[config.mk]
export PLATFORM = sky130hd
export DESIGN_NAME = vga_timing_gen_flat
export DESIGN_NICKNAME = d
export VERILOG_FILES = /design/src/rtl/vga_timing_if.sv /design/src/rtl/vga_timing_gen.sv /design/src/flat_wrapper.sv
export SDC_FILE = /design/constraint.sdc
export NUM_CORES = 1
export LEC_CHECK = 0
export ABC_AREA = 1
export BUFFER_PORTS_ARGS = -buffer_cell sky130_fd_sc_hd__buf_2
export CAP_MARGIN = 20
export CELL_PAD_IN_SITES_DETAIL_PLACEMENT = 1
export CELL_PAD_IN_SITES_GLOBAL_PLACEMENT = 1
export CORE_UTILIZATION = 35
export DETAILED_ROUTE_END_ITERATION = 10
export PLACE_DENSITY = 0.85
export SYNTH_ARGS = -nofsm -noshare
export SYNTH_HDL_FRONTEND = slang
export SYNTH_SLANG_ARGS = --single-unit
[constraint.sdc]
create_clock -name clk -period 1.5 [get_ports clk]
set_input_delay 0.15 -clock clk [delete_from_list [all_inputs] [get_ports clk]]
set_output_delay 0.15 -clock clk [all_outputs]
set_load 0.01 [all_outputs]
[src/rtl/vga_timing_if.sv]
// Raster timing bundle from the VGA timing generator to the pixel colour logic.
interface vga_timing_if;
    logic [9:0] hCount;
    logic [9:0] vCount;
    logic       bright;
    logic       hSync;
    logic       vSync;
    logic       pixel_en;
    logic       frame_tick;
    logic       game_tick;

    modport master (
        output hCount, vCount, bright, hSync, vSync,
        output pixel_en, frame_tick, game_tick
    );

    modport slave (
        input hCount, vCount, bright, hSync, vSync,
        input pixel_en, frame_tick, game_tick
    );
endinterface

[src/rtl/vga_timing_gen.sv]
// 640x480@60 raster timing with a pixel clock-enable divider and frame/game ticks.
// Decoded outputs are registered from the next counter values so all raster signals align.
module vga_timing_gen #(
    parameter int CLK_DIV     = 4,
    parameter int H_TOTAL     = 800,
    parameter int H_SYNC      = 96,
    parameter int H_VIS_START = 144,
    parameter int H_VIS_END   = 784,
    parameter int V_TOTAL     = 525,
    parameter int V_SYNC      = 2,
    parameter int V_VIS_START = 35,
    parameter int V_VIS_END   = 515,
    parameter int FRAME_DIV   = 1
) (
    input logic         clk,
    input logic         rst,
    vga_timing_if.master vga
);

    localparam int DW = (CLK_DIV > 1) ? $clog2(CLK_DIV) : 1;
    localparam int FW = (FRAME_DIV > 1) ? $clog2(FRAME_DIV) : 1;

    logic [DW-1:0] div_cnt;
    logic [FW-1:0] frame_div_cnt;
    logic [9:0]    h_nxt;
    logic [9:0]    v_nxt;
    logic          frame_wrap;
    logic          fd_wrap;
    logic          h_end;
    logic          v_end;

    assign vga.pixel_en = (div_cnt == DW'(CLK_DIV - 1));
    assign h_end   = (vga.hCount == 10'(H_TOTAL - 1));
    assign v_end   = (vga.vCount == 10'(V_TOTAL - 1));
    assign fd_wrap = (frame_div_cnt == FW'(FRAME_DIV - 1));

    always_comb begin
        h_nxt      = vga.hCount;
        v_nxt      = vga.vCount;
        frame_wrap = 1'b0;
        if (vga.pixel_en) begin
            if (h_end) begin
                h_nxt = 10'd0;
                if (v_end) begin
                    v_nxt      = 10'd0;
                    frame_wrap = 1'b1;
                end else begin
                    v_nxt = vga.vCount + 10'd1;
                end
            end else begin
                h_nxt = vga.hCount + 10'd1;
            end
        end
    end

    always_ff @(posedge clk or posedge rst) begin
        if (rst) begin
            div_cnt        <= '0;
            frame_div_cnt  <= '0;
            vga.hCount     <= 10'd0;
            vga.vCount     <= 10'd0;
            vga.hSync      <= 1'b0;
            vga.vSync      <= 1'b0;
            vga.bright     <= 1'b0;
            vga.frame_tick <= 1'b0;
            vga.game_tick  <= 1'b0;
        end else begin
            div_cnt <= vga.pixel_en ? '0 : div_cnt + DW'(1);
            vga.hCount <= h_nxt;
            vga.vCount <= v_nxt;
            // Decode from next counts so sync/bright describe the same pixel as the counters
            vga.hSync  <= ~(h_nxt < 10'(H_SYNC));
            vga.vSync  <= ~(v_nxt < 10'(V_SYNC));
            vga.bright <= (h_nxt >= 10'(H_VIS_START)) && (h_nxt < 10'(H_VIS_END)) &&
                          (v_nxt >= 10'(V_VIS_START)) && (v_nxt < 10'(V_VIS_END));
            vga.frame_tick <= frame_wrap;
            vga.game_tick  <= frame_wrap && fd_wrap;
            if (frame_wrap) begin
                frame_div_cnt <= fd_wrap ? '0 : frame_div_cnt + FW'(1);
            end
        end
    end

endmodule

[src/flat_wrapper.sv]
// flat-port wrapper written by rule: the top's interface ports become plain ports
module vga_timing_gen_flat 
#(
    parameter int CLK_DIV     = 4,
    parameter int H_TOTAL     = 800,
    parameter int H_SYNC      = 96,
    parameter int H_VIS_START = 144,
    parameter int H_VIS_END   = 784,
    parameter int V_TOTAL     = 525,
    parameter int V_SYNC      = 2,
    parameter int V_VIS_START = 35,
    parameter int V_VIS_END   = 515,
    parameter int FRAME_DIV   = 1
)
  (clk, rst, vga_hCount, vga_vCount, vga_bright, vga_hSync, vga_vSync, vga_pixel_en, vga_frame_tick, vga_game_tick);
  vga_timing_if vga_i ();
  input logic clk;
  input logic rst;
  output wire logic [$bits(vga_i.hCount)-1:0] vga_hCount;
  output wire logic [$bits(vga_i.vCount)-1:0] vga_vCount;
  output wire logic [$bits(vga_i.bright)-1:0] vga_bright;
  output wire logic [$bits(vga_i.hSync)-1:0] vga_hSync;
  output wire logic [$bits(vga_i.vSync)-1:0] vga_vSync;
  output wire logic [$bits(vga_i.pixel_en)-1:0] vga_pixel_en;
  output wire logic [$bits(vga_i.frame_tick)-1:0] vga_frame_tick;
  output wire logic [$bits(vga_i.game_tick)-1:0] vga_game_tick;
  assign vga_hCount = vga_i.hCount;
  assign vga_vCount = vga_i.vCount;
  assign vga_bright = vga_i.bright;
  assign vga_hSync = vga_i.hSync;
  assign vga_vSync = vga_i.vSync;
  assign vga_pixel_en = vga_i.pixel_en;
  assign vga_frame_tick = vga_i.frame_tick;
  assign vga_game_tick = vga_i.game_tick;
  vga_timing_gen #(.CLK_DIV(CLK_DIV), .H_TOTAL(H_TOTAL), .H_SYNC(H_SYNC), .H_VIS_START(H_VIS_START), .H_VIS_END(H_VIS_END), .V_TOTAL(V_TOTAL), .V_SYNC(V_SYNC), .V_VIS_START(V_VIS_START), .V_VIS_END(V_VIS_END), .FRAME_DIV(FRAME_DIV)) u_core (.clk(clk), .rst(rst), .vga(vga_i));
endmodule
==> reports/qor.csv, run 1 <==
metric;value;unit
status;finished with violations;
violations;setup timing;
start_kind;flop;
yosysMostFrequentCell;nand2_1;
crit_chain;ha_4 -> nand2_4 -> inv_4 -> nand2_4 -> nor2_8 -> buf_6 -> nand3b_1 -> nand2_2 -> clkinv_1 -> nand3_4 -> nor2_1 -> nor2_1 -> nor2_1;
drc;0;
critical_path_buf_inv_count;3;
fin_crit_sh;1.37;
routed_wl;7.92;mm
tightestPinTransition;0.364;ns
reg2reg_from;u_core.div_cnt[0];
final_core_util;0.609;
cap_violations;0;
fin_nets;334;
synth_edf_count;0;
dieWidth;70.8;um
rows;24;
ir_drop;0.000299;V
avgSynthCellArea;7.18;um^2
period_minus_slack;2.06;ns
seq_area_frac_synth;0.392;
ys_top_cells_by_area;dfrtp_1, nand2_1, inv_1;
root_buffer;clkbuf_8;
cpPeakStageDelay;0.44;ns
grt_max_degree;27;
cts_tree;yes;
placedCellCount;356;
cp_num_cells;13;
cp.arrival;2.24;ns
vias;2017;
power_density;438;nW/um^2
required;1.68;ns
path_clk_slew;0.11;ns
syn_nets;237;
synth_cells;231;
synth_compound_area_frac;0.0377;
critPathLaunch;u_core.div_cnt[0];
grt_pass1_wl;10.8;mm
max_slew_margin;0.757;
critPathTopFamily;simple AND/OR/NAND/NOR gates;
fin_cells;379;
post_drt_via_cell_ratio;5.32;
grt_pass1_vias;2134;
r2r_end;u_core.vga.bright;
synth_commonest_cells;nand2_1, inv_1, nor2_1;
synth-simple-area-share;0.404;
cp_max_fo;6;
synth_cell_type_count;25;
start_util;0.373;
synthFlopType;dfrtp_1;
die_area;5020;um^2
synth_seq_cells;26;
antenna_found_initial;0;
drtIter0Drc;104;
end_kind;flop;
r2r_slack;-0.56;ns
ys_warn_count;0;
post_drt_wl_per_cell;20.9;um
synth_xor_area_frac;0.0158;
worst_skew_pair.late_latency;0.29;ns
post-dp-hpwl;4.27;mm
ios;28;
portBuffers;27;
coreArea;4440;um^2
syn2layout_area_growth;63.2;%
synth_top_family_by_area;simple AND/OR/NAND/NOR gates;
grt.total_usage;0.284;
slew_violations;0;
synth_top_area_share;0.392;
fin_ws;-0.561;ns
cp_common_cell;nor2_1;
n_antenna_cell;0;
setup_viol;17;
yosysTopAreaCell;dfrtp_1;
clock_sinks;26;
clock.fmax;485;MHz
tns;-3.33;ns
layout-drive-gt1-share;0.563;
h-tree-depth;1;
dieHeight;70.8;um
cts_buffers;3;
dr.pass1.iters;6;
gp_congestion;0.892;
fin_worst_skew;0.00692;ns
worstRegToRegCells;13;
path_class;reg2reg;
synthAdderAreaFrac;0.0302;
synth.mux.area_fraction;0;
hold_path.class;in2async;
antenna_left;0;
gr-total-overflow;0;
cts.path.max_buffers;2;
rsz0062_at_grt;true;
hold_violations;0;
async_reset_ff_frac;1.00;
p_leak;1.54;nW
slowest_stage;dfrtp_1;
syn_area;1660;um^2
worst reg2reg max path: cells and delay by family (launching register included):
family / cells / cell delay, ns
AND/OR/NAND/NOR: 9 / 0.94
flip-flops: 1 / 0.44
buffers and inverters: 3 / 0.34
adder cells (fa/ha/maj): 1 / 0.23
layout by cell type, fill, tap and decap left out, types with 3 or more instances in the layout:
cell	n
buf_4	56
nand2_1	46
inv_1	26
buf_2	26
dfrtp_1	24
nand2_2	19
nor2_1	17
inv_2	16
buf_6	12
nor2_2	10
nor2_4	9
nand4_1	7
nand3_1	7
nand3_2	7
nand2_4	5
nand3_4	4
inv_4	3
nand3b_1	3
ha_4	3
clkbuf_8	3
routing by layer:
metal | track usage | share of wire | up-vias | wire length (um)
li1 | - | - | 895 | -
met1 | 0.338 | 0.39 | 1016 | 3100
met2 | 0.500 | 0.52 | 79 | 4120
met3 | 0.0385 | 0.041 | 27 | 325
met4 | 0.149 | 0.047 | 0 | 371
met5 | 0 | 0 | - | 0
through the flow:
stage	power (mW)	cell area (um^2)	setup slack (ns)	hold slack [ns]
floorplan	0.725	1700	-0.214	0.190
global placement	0.733	2240	-0.346	0.230
detailed placement	0.734	2240	-0.406	0.241
CTS	1.18	2500	-0.329	0.480
global route	1.20	2710	-0.657	0.514
finish	1.18	2710	-0.561	0.468
kinds of logic (layout without fill, tap and decap cells):
| family | Yosys count | after routing |
|---|---|---|
| DFF | 26 | 26 |
| and+or+nand+nor | 138 | 138 |
| xor gates and xnor gates | 3 | 3 |
| buffers and inverters | 50 | 146 |
| AOI/OAI and AO/OA | 10 | 10 |
| adders and majority gates | 4 | 4 |
report_power, final:
part           leakage, nW  switching [mW]  internal, mW  total (mW)
registers            0.347               0         0.700       0.700
clock network       0.0228           0.271         0.192       0.463
logic                 1.17          0.0155       0.00454      0.0200
sequential cells by signal (all words and copies together) (netlist names):
signal	count
u_core.vga.frame_tick	1
u_core.vga.bright	1
u_core.div_cnt	2
u_core.vga.vSync	1
u_core.vga.vCount	10
u_core.vga.hCount	10
u_core.vga.hSync	1
worst max-delay path by stage:
stage | endpoint | slack (ns)
final | u_core.vga.bright | -0.56
after global routing | u_core.vga.vSync | -0.66
after CTS | u_core.vga.bright | -0.33
after detailed placement | u_core.vga.bright | -0.41
after global placement | u_core.vga.bright | -0.35
after floorplan | u_core.vga.bright | -0.21
layout make-up:
class | instances | area (um^2)
Inverter | 47 | 184
Clock buffer | 4 | 45.0
Fill cell | 555 | 1740
Multi-Input combinational cell | 155 | 1060
Tap cell | 52 | 65.1
Timing Repair Buffer | 95 | 696
Sequential cell | 26 | 653
repair_timing:
item | in CTS | in global routing
pin swaps | 26 | 20
gates resized for setup | 41 | 45
endpoints found under the hold margin | 26 | 0
setup endpoints to repair | 14 | 19
setup buffers | 13 | 11
hold buffers | 1 | 0
Note: power is estimated with default switching activity, not from simulation.
==> inputs of run 2 (changes only) <==
--- a/config.mk
+++ b/config.mk
@@ -12,7 +12,8 @@
 export CELL_PAD_IN_SITES_GLOBAL_PLACEMENT = 1
 export CORE_UTILIZATION = 35
 export DETAILED_ROUTE_END_ITERATION = 10
-export PLACE_DENSITY = 0.85
+export PLACE_DENSITY = 0.83
 export SYNTH_ARGS = -nofsm -noshare
 export SYNTH_HDL_FRONTEND = slang
 export SYNTH_SLANG_ARGS = --single-unit
+export TNS_END_PERCENT = 50
==> constraint.sdc (replaced) <==
create_clock -name clk -period 2.1 [get_ports clk]
set_input_delay 0.21 -clock clk [delete_from_list [all_inputs] [get_ports clk]]
set_output_delay 0.21 -clock clk [all_outputs]
set_load 0.01 [all_outputs]
==> run 2 against run 1 <==
Compared with the run above:
- the flow now finishes without violations
- register-to-register slack better by 0.65 ns
- combinational power fell by 32%
- global-route usage shrank 10 points
- cell count is 14% lower
- sequential share of layout area increased by 7.4 points
- via count is 24% lower
- utilization decreased by 14 points
==> reports/qor.csv, run 2 (synthesis gave the netlist of run 1 again) <==
metric;value;unit;change
status;finished clean;;
layout_commonest_cell;nand2_1;;
routed.top_layer;met4;;
h-tree-depth;1;;unchanged
n_antenna_cell;0;;unchanged
critPathTopFamily;simple AND/OR/NAND/NOR gates;;
multi_input_area;848;um^2;-20%
rows;24;;unchanged
cts_buffers;3;;unchanged
drtIter0Drc;69;;-34%
path_clk_slew;0.10;ns;about the same
dieWidth;70.8;um;unchanged
crit_chain;ha_1 -> inv_1 -> nor2_1 -> nand3_1 -> inv_1 -> nand2_1 -> nand2_1 -> nand2_2 -> clkinv_1 -> nand3_1 -> nor2_2 -> nand2_1 -> nand2_1 -> nor2_1;;
clock_sinks;26;;unchanged
hold_violations;0;;unchanged
start_util;0.373;;unchanged
power;0.945;mW;-20%
clock.fmax;497;MHz;+2.5%
cp_num_cells;14;;+1
syn2layout_area_growth;24.4;%;
root_buffer;clkbuf_8;;
wl_met2;2.17;mm;-47%
largestRegisters;u_core.vga.hCount x10, u_core.vga.vCount x10, u_core.div_cnt x2;;
die_area;5020;um^2;unchanged
gr-total-overflow;0;;unchanged
worst_skew_pair.late_latency;0.28;ns;about the same
hold_path.class;in2async;;
period_minus_slack;2.01;ns;-0.0510 ns
max_slew_margin;0.762;;+0.00479
grt_pass1_wl;7.25;mm;-33%
ir_drop;0.000324;V;+8.4%
portBuffers;27;;unchanged
grt.total_usage;0.181;;-0.103
post_drt_via_cell_ratio;4.73;;-11%
dr.pass1.iters;6;;unchanged
antenna_found_initial;0;;unchanged
cp_common_cell;nand2_1;;
grt_pass1_vias;1612;;-24%
cap_violations;0;;unchanged
end_kind;flop;;
post_drt_wl_per_cell;13.7;um;-35%
post-dp-hpwl;3.25;mm;-24%
dp_slack;-0.00453;ns;+0.402 ns
critical_path_buf_inv_count;3;;unchanged
start_kind;flop;;
gp_congestion;0.816;;-8.5%
grt_max_degree;27;;unchanged
fin_crit_sh;0.957;;-0.417
final_core_util;0.464;;-0.145
dieHeight;70.8;um;unchanged
layout-drive-gt1-share;0.277;;-0.285
met1Wirelength;2.21;mm;-29%
slowest_stage;dfrtp_1;;
wl_met3;38;um;-88%
ios;28;;unchanged
worstRegToRegCells;14;;+1
setup_viol;0;;-17
fin_worst_skew;0.00464;ns;-0.00228 ns
holdWs;0.519;ns;+0.0509 ns
antenna_left;0;;unchanged
path_class;reg2reg;;
fin_nets;281;;-16%
fin_ws;0.0898;ns;+0.651 ns
cts_tree;yes;;
slew_violations;0;;unchanged
tightestPinTransition;0.354;ns;-0.00991 ns
required;2.28;ns;+0.60 ns
cp.arrival;2.19;ns;-0.05 ns
fillers;577;;+4.0%
seq_area;651;um^2;-0.38%
vias;1542;;-24%
r2r_slack;0.09;ns;+0.65 ns
cp_max_fo;5;;-1
power_density;458;nW/um^2;+4.7%
routed_wl;4.46;mm;-44%
p_leak;1.24;nW;-19%
cpPeakStageDelay;0.43;ns;about the same
final_cell_mix;nand2_1, inv_1, buf_2;;
cts.path.max_buffers;2;;unchanged
drc;0;;unchanged
coreArea;4440;um^2;unchanged
run 2: cell count changes in the layout (fill, tap and decap cells not counted), sizes merged:
cell and change:
buf -53, bufinv +1, clkbuf -1
run 2: what timing repair did:
item                                    4_1_cts  5_1_grt
pin swaps                                     0        2
hold buffers                                  1        0
hold endpoints to repair                     26        0
resized for setup                             1        9
setup buffers                                 0       10
endpoints found under the setup margin        1        2
run 2: report_power, final:
part / leakage, nW / total (mW) / internal (mW) / switching (mW)
logic: 0.856 / 0.0136 / 0.00323 / 0.0104
clock network: 0.0357 / 0.431 / 0.255 / 0.175
registers: 0.349 / 0.500 / 0.500 / 0
total: 1.24 / 0.945 / 0.759 / 0.186
run 2: cell type report:
| type | count | share of cell area |
|---|---|---|
| Inverter | 47 | 0.0856 |
| Sequential cell | 26 | 0.316 |
| Clock inverter | 1 | 0.0146 |
| Clock buffer | 3 | 0.0200 |
| Tap cell | 52 | 0.0316 |
| Timing Repair Buffer | 42 | 0.121 |
| Multi-Input combinational cell | 155 | 0.411 |
run 2: stage by stage:
stage	instance area (um^2)	instances	setup TNS [ns]
floorplan	1660	231	0
global placement	1870	311	0
detailed placement	1870	311	-0.00453
CTS	1950	316	0
global route	2060	326	-0.279
finish	2060	326	0
run 2: worst reg2reg max path: stages, from the launching register on:
cell and delay (ns):
dfrtp_1 0.43, ha_1 0.22, inv_1 0.05, nor2_1 0.20, nand3_1 0.16, inv_1 0.11, nand2_1 0.07, nand2_1 0.08
nand2_2 0.06, clkinv_1 0.05, nand3_1 0.14, nor2_2 0.14, nand2_1 0.08, nand2_1 0.06, nor2_1 0.04
run 2: layer usage:
layer	GRT usage	up-vias
met5	0	-
met4	0.0467	0
met3	0.0171	4
met2	0.311	12
met1	0.247	739
li1	-	787
run 2: path summary, 6_finish.rpt:
kind | startpoint | end
worst max-delay path | u_core.vga.vCount[1] | u_core.vga.bright
worst min-delay path | rst | u_core.vga.hCount[8]
worst max register to register | u_core.vga.vCount[1] | u_core.vga.bright
worst min register to register | u_core.div_cnt[0] | u_core.div_cnt[0]
max in group asynchronous | rst | u_core.div_cnt[1]
min in group clk | u_core.div_cnt[0] | u_core.div_cnt[0]
==> inputs of run 3 (changes only) <==
--- a/config.mk
+++ b/config.mk
@@ -6,13 +6,13 @@
 export NUM_CORES = 1
 export LEC_CHECK = 0
 export ABC_AREA = 1
-export BUFFER_PORTS_ARGS = -buffer_cell sky130_fd_sc_hd__buf_2
 export CAP_MARGIN = 20
 export CELL_PAD_IN_SITES_DETAIL_PLACEMENT = 1
 export CELL_PAD_IN_SITES_GLOBAL_PLACEMENT = 1
 export CORE_UTILIZATION = 35
 export DETAILED_ROUTE_END_ITERATION = 10
-export PLACE_DENSITY = 0.83
+export DONT_BUFFER_PORTS = 1
+export PLACE_DENSITY = 0.76
 export SYNTH_ARGS = -nofsm -noshare
 export SYNTH_HDL_FRONTEND = slang
 export SYNTH_SLANG_ARGS = --single-unit
==> run 3 against run 2 <==
Compared with the run above:
- via count fell by 5.6%
- cell count is 8.9% lower
- setup slack gained 0.053 ns
- sequential power about the same
- non-clock buffer count shrank 28
- cell area fell by 9.0%
- combinational power decreased by 6%
- hold slack worse by 0.086 ns
- die area is the same
- wire length fell by 6.9%
- clock power fell by 32%
- clock skew down 0.00070 ns
- largest cell class unchanged
- highest routed layer unchanged
==> reports/qor.csv, run 3 (synthesis gave the netlist of run 1 again) <==
metric;value;unit;change
period_minus_slack;1.96;ns;-0.0525 ns
fin_nets;253;;-10%
fin_worst_skew;0.00394;ns;-0.000699 ns
seq_area;654;um^2;+0.58%
multi_input_area;831;um^2;-2.1%
portBuffers;0;;-100%
clock.fmax;511;MHz;+2.7%
drtIter0Drc;65;;-5.8%
path_clk_slew;0.09;ns;about the same
cts.path.max_buffers;2;;unchanged
slowest_stage;dfrtp_1;;
antenna_left;0;;unchanged
clock_sinks;26;;unchanged
ir_drop;0.000178;V;-45%
dieWidth;70.8;um;unchanged
slew_violations;0;;unchanged
path_class;reg2reg;;
grt.total_usage;0.181;;-0.000854
cap_violations;0;;unchanged
h-tree-depth;1;;unchanged
syn2layout_area_growth;13.1;%;
post-dp-hpwl;3.26;mm;+0.27%
placedCellCount;289;;-7.1%
grt_pass1_wl;7.01;mm;-3.2%
dieHeight;70.8;um;unchanged
layout_commonest_cell;nand2_1;;
end_kind;flop;;
layout-drive-gt1-share;0.220;;-0.0570
fin_cells;297;;-8.9%
start_util;0.373;;unchanged
root_buffer;clkbuf_8;;
dr.pass1.iters;8;;+2
cp.arrival;2.12;ns;-0.07 ns
hold_path.class;in2async;;
cts_tree;yes;;
cp_common_cell;nor2_1;;
grt_pass1_vias;1444;;-10%
grt_max_degree;27;;unchanged
p_leak;1.07;nW;-14%
cpPeakStageDelay;0.36;ns;-0.07 ns
top_usage_layer;met2;;
met3_usage;0.0499;;+0.0328
use_met2;0.285;;-0.0256
antenna_found_initial;0;;unchanged
worst_skew_pair.late_latency;0.27;ns;about the same
status;finished clean;;
post_drt_wl_per_cell;14.0;um;+2.1%
fin_ws;0.142;ns;+0.0525 ns
rows;24;;unchanged
hold_violations;0;;unchanged
power;0.804;mW;-15%
largestRegisters;u_core.vga.hCount x10, u_core.vga.vCount x10, u_core.div_cnt x2;;
vias;1455;;-5.6%
required;2.27;ns;about the same
globalRouteMet1Util;0.238;;-0.00876
cp_max_fo;9;;+4
tns;0;ns;unchanged
cts_buffers;3;;unchanged
dp_slack;0.0851;ns;+0.0897 ns
die_area;5020;um^2;unchanged
coreArea;4440;um^2;unchanged
drc;0;;unchanged
post_drt_via_cell_ratio;4.90;;+3.6%
fillers;566;;-1.9%
critPathTopFamily;simple AND/OR/NAND/NOR gates;;
critical_path_buf_inv_count;3;;unchanged
n_antenna_cell;0;;unchanged
gr-total-overflow;0;;unchanged
fin_crit_sh;0.932;;-0.0250
crit_chain;ha_2 -> inv_1 -> nor2_2 -> nand3_4 -> nor2_8 -> buf_4 -> nand3b_1 -> nand2_2 -> clkinv_1 -> nand3_1 -> nor2_1 -> nor2_1 -> nor2_1;;
setup_viol;0;;unchanged
final_cell_mix;nand2_1, inv_1, nor2_1, dfrtp_1, nand3_1;;
final_core_util;0.422;;-0.0419
gp_congestion;0.835;;+2.3%
power_density;429;nW/um^2;-6.4%
tightestPinTransition;0.389;ns;+0.0341 ns
routed_wl;4.15;mm;-6.9%
start_kind;flop;;
max_slew_margin;0.739;;-0.0229
ios;28;;unchanged
run 3: per-layer routing:
layer,vias to the layer above,share of wire
li1,734,-
met3,4,0.038
met2,23,0.46
met5,-,0
met4,0,0.013
met1,694,0.49
run 3: worst paths after layout:
kind | start | to | slack (ns) | cells after the start
worst max-delay path | u_core.vga.hCount[1] | u_core.vga.bright | 0.14 | 13
worst min-delay path | rst | u_core.vga.hSync | 0.43 | 3
worst max register to register | u_core.vga.hCount[1] | u_core.vga.bright | 0.14 | 13
min in group clk | u_core.div_cnt[0] | u_core.div_cnt[0] | 0.45 | 1
max in group asynchronous | rst | u_core.vga.vCount[0] | 1.39 | 3
worst min register to register | u_core.div_cnt[0] | u_core.div_cnt[0] | 0.45 | 1
run 3: power by group:
part / leakage (nW) / total (mW) / internal (mW) / switching [mW]
Combinational: 0.703 / 0.0128 / 0.00261 / 0.0102
Sequential: 0.345 / 0.500 / 0.500 / 0
Clock: 0.0216 / 0.291 / 0.129 / 0.162
Total: 1.07 / 0.804 / 0.632 / 0.172
run 3: repair_timing:
item / in CTS / in global routing
setup endpoints to repair: 0 / 2
hold buffers: 1 / 0
resized for setup: 0 / 12
endpoints found under the hold margin: 26 / 0
buffers inserted: 0 / 4
run 3: cell type report:
cell class              count  share of cell area
repair buffers             14              0.0574
well taps                  52              0.0347
flip-flops and latches     26               0.349
multi-input cells         155               0.443
inverters                  47              0.0941
clock buffers               3              0.0220
run 3: worst min-delay path, cell delays in order:
cell and delay [ns]:
dlygate4sd3_1 0.53, inv_1 0.05, buf_4 0.32
run 3: metrics by stage:
step | cell area [um^2] | hold WS [ns]
after global routing | 1880 | 0.467
after detailed placement | 1770 | 0.189
after global placement | 1770 | 0.183
after CTS | 1820 | 0.438
final | 1880 | 0.432
after floorplan | 1660 | 0.250
